[src/rtl/cpu_controller.sv]
// cpu_controller
//   Eight-phase instruction sequencer for the 8-bit accumulator CPU. It steps
//   through fetch (phases 0-3) and execute (phases 4-7) once per instruction,
//   decodes the current opcode into the datapath strobes, and parks in a
//   sticky HALTED state when it executes HLT.
//
// Ports
//   clk     in   system clock, rising edge
//   rst_n   in   asynchronous active-low reset
//   opcode  in   opcode held in the instruction register
//   zero    in   ALU is_zero flag (accumulator == 0)
//   sel     out  address mux select: 1 = PC, 0 = IR operand
//   rd      out  memory read enable
//   ld_ir   out  instruction register load
//   inc_pc  out  PC increment
//   ld_pc   out  PC load from IR operand
//   ld_ac   out  accumulator load from alu_out
//   data_e  out  drive accumulator onto the data bus
//   wr      out  memory write strobe
//   halt    out  processor halted, sticky until reset
//   phase   out  current phase 0..7 (HALTED reports 4)
module cpu_controller #(
  parameter int OPC_W = 3
) (
  input  logic             clk,
  input  logic             rst_n,
  input  logic [OPC_W-1:0] opcode,
  input  logic             zero,
  output logic             sel,
  output logic             rd,
  output logic             ld_ir,
  output logic             inc_pc,
  output logic             ld_pc,
  output logic             ld_ac,
  output logic             data_e,
  output logic             wr,
  output logic             halt,
  output logic [2:0]       phase
);

  localparam logic [OPC_W-1:0] OP_HLT = 3'd0;
  localparam logic [OPC_W-1:0] OP_SKZ = 3'd1;
  localparam logic [OPC_W-1:0] OP_ADD = 3'd2;
  localparam logic [OPC_W-1:0] OP_AND = 3'd3;
  localparam logic [OPC_W-1:0] OP_XOR = 3'd4;
  localparam logic [OPC_W-1:0] OP_LDA = 3'd5;
  localparam logic [OPC_W-1:0] OP_STO = 3'd6;
  localparam logic [OPC_W-1:0] OP_JMP = 3'd7;

  // The low three bits of the encoding are the phase number; HALTED sits
  // outside the 0..7 ring so it can never be reached by simple stepping.
  typedef enum logic [3:0] {
    INST_ADDR  = 4'd0,
    INST_FETCH = 4'd1,
    INST_LOAD  = 4'd2,
    IDLE       = 4'd3,
    OP_ADDR    = 4'd4,
    OP_FETCH   = 4'd5,
    ALU_OP     = 4'd6,
    STORE      = 4'd7,
    HALTED     = 4'd8
  } state_e;

  state_e state_q, state_d;
  logic   aluop;

  // Instructions whose result comes back through the ALU into the accumulator.
  assign aluop = (opcode == OP_ADD) || (opcode == OP_AND) ||
                 (opcode == OP_XOR) || (opcode == OP_LDA);

  // State register
  always_ff @(posedge clk or negedge rst_n) begin
    if (!rst_n) begin
      state_q <= INST_ADDR;
    end else begin
      state_q <= state_d;
    end
  end

  // Next-state logic: a fixed ring, except HLT branches off in OP_ADDR.
  always_comb begin
    state_d = state_q;
    case (state_q)
      INST_ADDR:  state_d = INST_FETCH;
      INST_FETCH: state_d = INST_LOAD;
      INST_LOAD:  state_d = IDLE;
      IDLE:       state_d = OP_ADDR;
      OP_ADDR:    state_d = (opcode == OP_HLT) ? HALTED : OP_FETCH;
      OP_FETCH:   state_d = ALU_OP;
      ALU_OP:     state_d = STORE;
      STORE:      state_d = INST_ADDR;
      HALTED:     state_d = HALTED;
      default:    state_d = INST_ADDR;
    endcase
  end

  // Output decode. Reset forces INST_ADDR asynchronously, so every strobe
  // except sel drops as soon as rst_n falls. The opcode is decoded as-is in
  // every state; an IR glitch just changes the strobes it produces.
  always_comb begin
    sel    = 1'b0;
    rd     = 1'b0;
    ld_ir  = 1'b0;
    inc_pc = 1'b0;
    ld_pc  = 1'b0;
    ld_ac  = 1'b0;
    data_e = 1'b0;
    wr     = 1'b0;
    halt   = 1'b0;
    phase  = state_q[2:0];
    case (state_q)
      INST_ADDR: begin
        sel = 1'b1;
      end
      INST_FETCH: begin
        sel = 1'b1;
        rd  = 1'b1;
      end
      INST_LOAD, IDLE: begin
        sel   = 1'b1;
        rd    = 1'b1;
        ld_ir = 1'b1;
      end
      OP_ADDR: begin
        // Unconditional, so HLT leaves the PC pointing past itself.
        inc_pc = 1'b1;
        halt   = (opcode == OP_HLT);
      end
      OP_FETCH: begin
        rd = aluop;
      end
      ALU_OP: begin
        // zero still reflects the accumulator before this instruction.
        rd     = aluop;
        inc_pc = (opcode == OP_SKZ) && zero;
        ld_pc  = (opcode == OP_JMP);
        data_e = (opcode == OP_STO);
      end
      STORE: begin
        rd     = aluop;
        inc_pc = (opcode == OP_JMP);
        ld_pc  = (opcode == OP_JMP);
        ld_ac  = aluop;
        data_e = (opcode == OP_STO);
        wr     = (opcode == OP_STO);
      end
      HALTED: begin
        halt  = 1'b1;
        phase = 3'd4;
      end
      default: begin
        sel = 1'b1;
      end
    endcase
  end

endmodule

[config.mk]
export PLATFORM = sky130hd
export DESIGN_NAME = cpu_controller
export DESIGN_NICKNAME = d
export VERILOG_FILES = /design/src/rtl/cpu_controller.sv
export SDC_FILE = /design/constraint.sdc
export NUM_CORES = 1
export LEC_CHECK = 0
export BUFFER_PORTS_ARGS = -buffer_cell sky130_fd_sc_hd__buf_4
export CAP_MARGIN = 20
export CORE_AREA = 2 2 39 41
export CTS_CLUSTER_DIAMETER = 40
export DETAILED_ROUTE_END_ITERATION = 12
export DIE_AREA = 0 0 41 43
export MAX_ROUTING_LAYER = met4
export SYNTH_ARGS = -nofsm -noshare
export SYNTH_HDL_FRONTEND = slang
export SYNTH_SLANG_ARGS = --single-unit
[constraint.sdc]
create_clock -name clk -period 2.6 [get_ports clk]
set_input_delay 0.26 -clock clk [delete_from_list [all_inputs] [get_ports clk]]
set_output_delay 0.26 -clock clk [all_outputs]
set_load 0.01 [all_outputs]
# [Yosys cells after proc, flatten, opt, wreduce, memory -nomap -nowiden]
# Index checks and enable logic that the tools add are counted.
[op_classes] mux=12 reduce_logical=11 eq_ne=15
[op_table] cell="$pmux W4 S8" n=1
[op_table] cell="$eq A4 B3 Y1 const B" n=4
[op_table] cell="$eq A3 B3 Y1 const B" n=4
[op_table] cell="$eq A4 B2 Y1 const B" n=2
[op_table] cell="$eq A3 B2 Y1 const B" n=2
[op_table] cell="$mux W1" n=6
[op_table] cell="$reduce_or A3 Y1" n=2
[op_table] cell="$reduce_or A5 Y1" n=1
[op_table] cell="$eq A4 B1 Y1 const B" n=1
[op_table] cell="$eq A4 B4 Y1 const B" n=1
[op_table] cell="$logic_not A4 Y1" n=1
[op_table] cell="$mux W4" n=1
[op_table] cell="$pmux W1 S2" n=2
[op_table] cell="$reduce_or A2 Y1" n=2
[op_table] cell="$eq A3 B1 Y1 const B" n=1
[op_table] cell="$logic_not A3 Y1" n=1
[op_table] cell="$logic_or A1 B1 Y1" n=3
[op_table] cell="$mux W3" n=1
[op_table] cell="$pmux W1 S3" n=1
[op_table] cell="$logic_and A1 B1 Y1" n=1
[totals] in_bits=6 ff_bits=4 elab_cells=39

# [Depth between registers and ports, before layout]
# Gate-level depths: netlist of the first run.
[depth] depth_word=5 depth_mapped=4 depth_no_buf=3

# [Least setup slack after synthesis of the first run]
# No wires, ideal clock.
[synth_path] path_type="register to output" from="register state_q[0]" to="output inc_pc" arrival_ns=1.234 path_buffers=1 setup_slack_ns=1.106 path_stages_with_launch=5 required_ns=2.340 path_cell_list="dfrtp_1 > buf_6 > or4b_1 > a21oi_1 > o21a_1"
[synth_via] elab_chain_len=2 word_cells_on_any_way=4 cone_classes="3 x eq/ne; 1 x mux"
[synth_rtl] element="from (decl)" line="64" source="state_e state_q, state_d;"
[synth_rtl] element="from (signal assigned)" line="76" source="state_q <= state_d;"
[synth_rtl] element="$eq A4 B3 Y1" line="111" source="case (state_q)"
[synth_rtl] element="$pmux W1 S3 (*)" line="111"
[synth_rtl] element="to (decl)" line="32" source="output logic inc_pc,"
# Every way passes the cells marked *; elsewhere a longest branch is shown, timed or not.

# [Worst setup path after layout of the first run]
# Ends and elaborated chain as after synthesis.

==> results of run 1 <==
## cell usage after synthesis
library cell / count
dfrtp_1: 4
nor2_1: 4
nor3_1: 4
a21oi_1: 3
nor2b_1: 3
a211oi_1: 2
buf_2: 2
clkbuf_1: 2
inv_1: 2
nand4_1: 2
nor3b_1: 2
xnor2_1: 2
a21o_1: 1
a311oi_1: 1
buf_6: 1
dlygate4sd3_1: 1
nand2_1: 1
o21a_1: 1
or4b_1: 1
xor2_1: 1
## stage by stage
stage	setup slack (ps)	power (mW)	instances	hold WS (ps)
floorplan	1110	0.334	40	-35.6
global placement	1020	0.421	67	59.4
detailed placement	1010	0.423	67	57.4
CTS	746	0.508	71	348
global route	683	0.544	71	359
finish	767	0.500	71	354
## what timing repair did
item                      CTS  global route
hold endpoints to repair    4             0
setup buffers               0             0
hold buffers                1             0
## report_power, final
group | internal, mW | leakage, nW | switching (mW)
registers | 0.0884 | 0.0498 | 0.0586
logic | 0.149 | 0.152 | 0.127
clock network | 0.0516 | 0.0138 | 0.0253
## path summary, 6_finish.rpt
kind | start | end
max | state_q[0]$_DFF_PN0_ | inc_pc
min | rst_n | state_q[3]$_DFF_PN0_
max reg2reg | state_q[2]$_DFF_PN0_ | state_q[3]$_DFF_PN0_
min reg2reg | state_q[3]$_DFF_PN0_ | state_q[1]$_DFF_PN0_
max in group asynchronous | rst_n | state_q[0]$_DFF_PN0_
min in group clk | opcode[0] | state_q[2]$_DFF_PN0_
## layer usage
metal	wire length, µm	track usage	part of all wire
met5	0	-	0
met4	23	0.0800	0.029
met3	54	0.0314	0.069
met2	378	0.144	0.48
met1	332	0.119	0.42
## critical path: stages (launching register included)
cell and delay (ps):
dfrtp_1 460, or4b_1 490, a21oi_1 160, o21a_1 120
buf_4 110
## cell families (layout without fill, tap and decap cells)
family	after synthesis	in the layout	synth area share
AO/OA/AOI/OAI	8	8	0.167
buffers and inverters	8	23	0.144
flip-flops	4	4	0.311
XOR/XNOR	3	3	0.0817
AND/OR/NAND/NOR	17	17	0.296
## area by class of cell
class	count	area, µm²
Clock buffer	3	22.5
Multi-Input combinational cell	28	175
Tap cell	16	20.0
Sequential cell	4	100
Timing Repair Buffer	18	138
Inverter	2	7.51
Fill cell	140	921
==> results.json, run 1 <==
{
  "outcome": "completed",
  "clock_path_buffers": 2,
  "synthCells": 40,
  "crit_required_ps": 2340,
  "rsz0062_at_grt": "false",
  "core_um2": 1380,
  "post_drt_wl_per_cell_um": 11.1,
  "die-area_um2": 1760,
  "numCtsBuffers": 3,
  "h-tree-depth": 1,
  "placed_area_um2": 430,
  "grt_pass1_wl_um": 1190,
  "hp-class": "input pin to asynchronous set/reset pin",
  "io_buffers": 17,
  "grt_antenna_before_repair": 0,
  "hpwlAfterDp_um": 578,
  "tns_ps": 0,
  "p_leak_nw": 0.216,
  "reg_top3": "state_q x4",
  "diodes": 0,
  "largest_reg_flops": 4,
  "fmax_mhz": 545,
  "cts.repair.resized": 0,
  "ys_types": 20,
  "final_nets": 63,
  "endpoint_kind": "output pin",
  "ir_worst_vdd_mv": 0.384,
  "final_util": 0.335,
  "die_w_um": 41,
  "ys_seq_area_frac": 0.311,
  "routed_wl_um": 788,
  "worstSkewPairLatency_ps": 240,
  "cp_max_fo": 10,
  "relSlewSlack": 0.771,
  "fin_worst_skew_ps": 3.87,
  "cts_tree": "built",
  "final_cell_mix": "buf_4 (17), nor3_1 (4), nor2_1 (4), dfrtp_1 (4)",
  "yosys_warnings": 0,
  "cts_num_sinks": 4,
  "placementRows": 14,
  "drive_gt1_frac": 0.364,
  "ant_nets": 0,
  "final_common_cell": "buf_4",
  "synthTopCellsByArea": "dfrtp_1 (31%), nor3_1 (6.2%), nor2b_1 (5.8%)",
  "cts-root-buf": "clkbuf_4",
  "maxCapViolCount": 0,
  "ios": 18,
  "die_y_um": 43,
  "post-route-min-period_ps": 1830,
  "post_drt_via_cell_ratio": 4.69,
  "yosys.area.top_type": "dfrtp_1",
  "setup_viol": 0,
  "synth.top_cell.area_share": 0.311,
  "grt.total_usage": 0.104,
  "netlist_area_um2": 322,
  "p_per_area_nw_per_um2": 1080,
  "fin_crit_sh": 0.705,
  "drv_slew": 0,
  "top_register": "state_q",
  "final_hold_viol_count": 0,
  "initial_core_util": 0.232,
  "vias": 333,
  "syn_avg_cell_area_um2": 8.04,
  "start_kind": "flop",
  "design_area_um2": 463,
  "path_clk_slew_ps": 40,
  "place_congestion": 0.755,
  "r2r_cells": 3,
  "drt_pass1_iterations": 4,
  "critical_path_arrival_ps": 1570,
  "ff2ff_setup_slack_ps": 1450,
  "first_global_vias": 290,
  "overflow": 0,
  "tightest_slew_ps": 342,
  "grt_max_degree": 11,
  "drtIter0Drc": 3,
  "area_delta_synth_final_pct": 44.0,
  "synth-seq-cells": 4,
  "worstSetupPathType": "flop to output pin",
  "syn-num-nets": 46,
  "drc": 0
}
Note: power is estimated with default switching activity, not from simulation.
==> run 2, diff against run 1 <==
ABC_AREA = 1   (was unset)
clock period = 1.6 ns   (was 2.6 ns; I/O delays follow)
==> run 2 against run 1 <==
- routed wire length up 5.3%
- combinational power up 85%
- highest routed layer unchanged
- non-clock buffer count unchanged
- via count up 24%
- clock skew up 4.2 ps
- register-to-register slack worse by 880 ps
- largest power group unchanged
- first-iteration DRC count rose to 4.0 times the previous value
- critical endpoint is now sel
==> results.json, run 2 <==
{
  "crit_chain": "nor2_2 > nand3_2 > and2_1 > buf_4",
  "die_y_um": 43,
  "ant_nets": 0,
  "first_global_vias": 352,
  "syn-num-nets": 65,
  "drive_gt1_frac": 0.321,
  "vias": 413,
  "hp-class": "input pin to asynchronous set/reset pin",
  "netlist_area_um2": 344,
  "initial_core_util": 0.249,
  "endpoint_kind": "output pin",
  "routed_wl_um": 830,
  "ys.flop_type": "dfrtp_1",
  "die-area_um2": 1760,
  "grt_max_degree": 8,
  "die_w_um": 41,
  "ys_types": 16,
  "drc": 0,
  "ir_worst_vdd_mv": 0.582,
  "tns_ps": 0,
  "crit_required_ps": 1440,
  "cp_top_family": "simple AND/OR/NAND/NOR gates",
  "critical_path_arrival_ps": 1320,
  "synth_commonest_cells": "nand2_1 (17), nor2_1 (11), inv_1 (8)",
  "drtIter0Drc": 12,
  "tightest_slew_ps": 219,
  "h-tree-depth": 1,
  "final_util": 0.373,
  "reg_top3": "state_q x4",
  "cp_max_fo": 7,
  "placementRows": 14,
  "async_flop_share": 1.00,
  "path_clk_slew_ps": 40,
  "final_nets": 86,
  "post_drt_wl_per_cell_um": 8.83,
  "top_register": "state_q",
  "worstSkewPairLatency_ps": 240,
  "synth.top_cell.area_share": 0.291,
  "area_delta_synth_final_pct": 50.2,
  "synth-seq-cells": 4,
  "yosys_warnings": 0,
  "overflow": 0,
  "drt_pass1_iterations": 4,
  "fin_crit_sh": 0.923,
  "path_depth": 4,
  "yosys.area.top_type": "dfrtp_1",
  "place_congestion": 0.769,
  "cts_num_sinks": 4,
  "worstSetupPathType": "flop to output pin",
  "diodes": 0,
  "start_kind": "flop",
  "synthCells": 59,
  "fmax_mhz": 677,
  "ys_seq_area_frac": 0.291,
  "post_drt_via_cell_ratio": 4.39,
  "worst_path_max_delay_cell": "dfrtp_1",
  "syn_avg_cell_area_um2": 5.83,
  "grt_antenna_before_repair": 0,
  "critPathBufInv": 1,
  "pre_cts_ws_ps": 361,
  "yosysMostFrequentCell": "nand2_1",
  "synthTopCellsByArea": "dfrtp_1 (29%), nand2_1 (19%), nor2_1 (12%)",
  "hpwlAfterDp_um": 660,
  "drv_slew": 0,
  "outcome": "completed",
  "grt.total_usage": 0.125,
  "ios": 18,
  "r2r_cells": 3,
  "post-cts-setup-buffers": 0,
  "io_buffers": 17,
  "largest_reg_flops": 4,
  "synth-edff-count": 0,
  "numCtsBuffers": 3,
  "grt_pass1_wl_um": 1390,
  "cts_tree": "built",
  "post-route-min-period_ps": 1480,
  "fin_ws_ps": 124,
  "p_per_area_nw_per_um2": 1650,
  "clock_path_buffers": 2,
  "cts-root-buf": "clkbuf_4",
  "final_cell_mix": "nand2_1 (17), buf_4 (17), nor2_1 (11), inv_1 (8), nand3_1 (5)",
  "relSlewSlack": 0.853,
  "p_leak_nw": 0.278,
  "core_um2": 1380,
  "maxCapViolCount": 0,
  "fin_worst_skew_ps": 8.08,
  "rsz0062_at_grt": "false",
  "slowest_delay_ps": 440,
  "setup_viol": 0,
  "final_hold_viol_count": 0
}
==> run 2: logic make-up (layout without fill, tap and decap cells) <==
family	Yosys count	in the layout	synth area share
buffers and inverters	11	30	0.120
AO/OA/AOI/OAI	4	4	0.0582
flip-flops	4	4	0.291
AND/OR/NAND/NOR	40	40	0.531
==> run 2: area by class of cell <==
type | instances | area [µm²]
multi-input cells | 44 | 203
repair buffers | 18 | 138
flip-flops and latches | 4 | 100
fillers | 152 | 867
well taps | 16 | 20.0
inverters | 9 | 33.8
clock buffers | 3 | 22.5
==> run 2: power breakdown <==
group | total [mW] | switching (mW) | internal (mW) | leakage, nW
combinational | 0.511 | 0.275 | 0.236 | 0.215
clock | 0.128 | 0.0442 | 0.0840 | 0.0138
sequential | 0.211 | 0.0668 | 0.144 | 0.0493
==> run 2: worst paths after layout <==
| kind | to | slack (ps) | startpoint |
|---|---|---|---|
| max | sel | 120 | state_q[1]$_DFF_PN0_ |
| min | state_q[0]$_DFF_PN0_ | 250 | rst_n |
| max reg2reg | state_q[3]$_DFF_PN0_ | 570 | state_q[1]$_DFF_PN0_ |
| min reg2reg | state_q[0]$_DFF_PN0_ | 680 | state_q[0]$_DFF_PN0_ |
| max in group asynchronous | state_q[2]$_DFF_PN0_ | 1250 | rst_n |
| min in group clk | state_q[2]$_DFF_PN0_ | 280 | opcode[2] |
==> run 2: stage by stage <==
| step | hold slack [ps] | power, mW | cells | area (µm²) |
|---|---|---|---|---|
| after floorplan | -136 | 0.517 | 59 | 344 |
| after global placement | -42.4 | 0.732 | 90 | 484 |
| after detailed placement | -44.1 | 0.723 | 90 | 484 |
| after CTS | 242 | 0.858 | 94 | 517 |
| after global routing | 261 | 0.938 | 94 | 517 |
| final | 245 | 0.850 | 94 | 517 |
==> run 2: layer usage <==
layer	track usage	up-vias	share of wire
met5	-	-	0
met4	0.100	0	0.022
met3	0.0471	2	0.082
met2	0.166	18	0.46
met1	0.142	174	0.43
li1	-	219	-
==> run 2: timing repair <==
item,CTS,global route
hold endpoints to repair,4,0
resized for setup,0,0
hold buffers,1,0
==> run 3, diff against run 2 <==
CAP_MARGIN = 40   (was 20)
SETUP_SLACK_MARGIN = 0.4   (was unset)
==> run 3 against run 2 <==
- clock skew rose by 1.7 ps
- first-iteration DRC count fell by 33%
- critical path depth rose by 2
- sequential share of layout area fell by 2.2 points
- clock power barely moved
- die area is the same
- via count increased by 6.1%
- core utilization grew 7.0 points
- total power up 25%
- critical path type unchanged
- largest cell class unchanged
- highest routed layer unchanged
==> results.json, run 3 (synthesis results as in run 2) <==
{
  "place_congestion": 0.769,
  "drtIter0Drc": 8,
  "drc": 0,
  "outcome": "completed",
  "die-area_um2": 1760,
  "ff2ff_setup_slack_ps": 570,
  "drv_slew": 0,
  "final_util": 0.443,
  "rsz0062_at_grt": "true",
  "cts-root-buf": "clkbuf_4",
  "timing.rr.start": "state_q[1]$_DFF_PN0_",
  "io_buffers": 17,
  "design_area_um2": 613,
  "die_w_um": 41,
  "top_register": "state_q",
  "ios": 18,
  "worstSetupPathType": "flop to output pin",
  "path_clk_slew_ps": 40,
  "h-tree-depth": 1,
  "largest_reg_flops": 4,
  "fin_ws_ps": 208,
  "pre_cts_ws_ps": 361,
  "relSlewSlack": 0.855,
  "area_delta_synth_final_pct": 78.2,
  "cts_tree": "built",
  "r2r_end": "state_q[2]$_DFF_PN0_",
  "fin_worst_skew_ps": 9.79,
  "setup_viol": 0,
  "diodes": 0,
  "post_drt_via_cell_ratio": 4.42,
  "hpwlAfterDp_um": 660,
  "final_hold_viol_count": 0,
  "grt.total_usage": 0.136,
  "die_y_um": 43,
  "grt_max_degree": 8,
  "fmax_mhz": 718,
  "placementRows": 14,
  "overflow": 0,
  "clock_path_buffers": 2,
  "r2r_cells": 5,
  "core_um2": 1380,
  "first_global_vias": 385,
  "ir_worst_vdd_mv": 0.662,
  "endpoint_kind": "output pin",
  "cp_max_fo": 5,
  "p_leak_nw": 0.304,
  "vias": 438,
  "p_per_area_nw_per_um2": 1740,
  "drt_pass1_iterations": 2,
  "routed_wl_um": 999,
  "final_nets": 91,
  "critical_path_arrival_ps": 1230,
  "worstSkewPairLatency_ps": 250,
  "reg_top3": "state_q x4",
  "crit_required_ps": 1440,
  "initial_core_util": 0.249,
  "placed_area_um2": 484,
  "tns_ps": 0,
  "start_kind": "flop",
  "drive_gt1_frac": 0.542,
  "cts_num_sinks": 4,
  "maxCapViolCount": 0,
  "post_drt_wl_per_cell_um": 10.1,
  "grt_pass1_wl_um": 1550,
  "tightest_slew_ps": 216,
  "post-route-min-period_ps": 1390,
  "fin_crit_sh": 0.870,
  "final_cell_mix": "buf_4 (21), nand2_1 (15), nor2_1 (6), inv_1 (6), nand3_1 (5)",
  "hp-class": "input pin to asynchronous set/reset pin",
  "ant_nets": 0,
  "final_common_cell": "buf_4",
  "numCtsBuffers": 3,
  "grt_antenna_before_repair": 0
}
[run 3: cell types whose count changed in the layout (fill, tap and decap cells not counted), sizes merged]
cell  change
buf       +5
[run 3: worst max path at each step]
stage	from	to	slack, ps	depth (start not counted)
2_1_floorplan	state_q[1]$_DFF_PN0_	halt	480	3
3_3_place_gp	state_q[1]$_DFF_PN0_	sel	330	4
3_5_place_dp	state_q[1]$_DFF_PN0_	sel	360	4
4_1_cts	state_q[3]$_DFF_PN0_	inc_pc	210	6
5_1_grt	state_q[1]$_DFF_PN0_	inc_pc	150	6
6_report	state_q[3]$_DFF_PN0_	inc_pc	210	6
[run 3: final cells by class]
| cell class | count | area [µm²] |
|---|---|---|
| Sequential cell | 4 | 105 |
| Multi-Input combinational cell | 44 | 250 |
| Inverter | 9 | 36.3 |
| Tap cell | 16 | 20.0 |
| Fill cell | 147 | 771 |
| Clock buffer | 3 | 22.5 |
| Timing Repair Buffer | 23 | 179 |
[run 3: power breakdown]
| part | internal, mW | switching (mW) | leakage [nW] |
|---|---|---|---|
| Combinational | 0.346 | 0.355 | 0.245 |
| Clock | 0.0842 | 0.0466 | 0.0138 |
| Sequential | 0.152 | 0.0803 | 0.0446 |
| Total | 0.582 | 0.482 | 0.304 |
[run 3: what timing repair did]
item | 4_1_cts | 5_1_grt
endpoints found under the hold margin | 4 | 0
setup buffers | 3 | 2
gates resized for setup | 13 | 9
hold buffers | 1 | 0
setup endpoints to repair | 10 | 10
pin swaps | 3 | 6
[run 3: through the flow]
step / power [mW] / std cells / hold slack [ps]
after floorplan: 0.517 / 59 / -136
final: 1.06 / 99 / 246
after global placement: 0.732 / 90 / -42.4
after global routing: 1.15 / 99 / 257
after CTS: 0.961 / 97 / 242
after detailed placement: 0.723 / 90 / -44.1
[run 3: layer usage]
| metal | part of all wire | up-vias | track usage | wire, µm |
|---|---|---|---|---|
| li1 | - | 228 | - | - |
| met1 | 0.41 | 195 | 0.162 | 411 |
| met2 | 0.51 | 13 | 0.181 | 514 |
| met3 | 0.054 | 2 | 0.0471 | 54 |
| met4 | 0.018 | 0 | 0.100 | 18 |
| met5 | 0 | - | - | 0 |
[run 3: critical path, stage by stage (launching register included)]
cell,delay [ps]
dfrtp_2,440
inv_2,90
nand2_4,70
nor2_2,140
nand2_1,60
nand3_1,60
buf_4,120
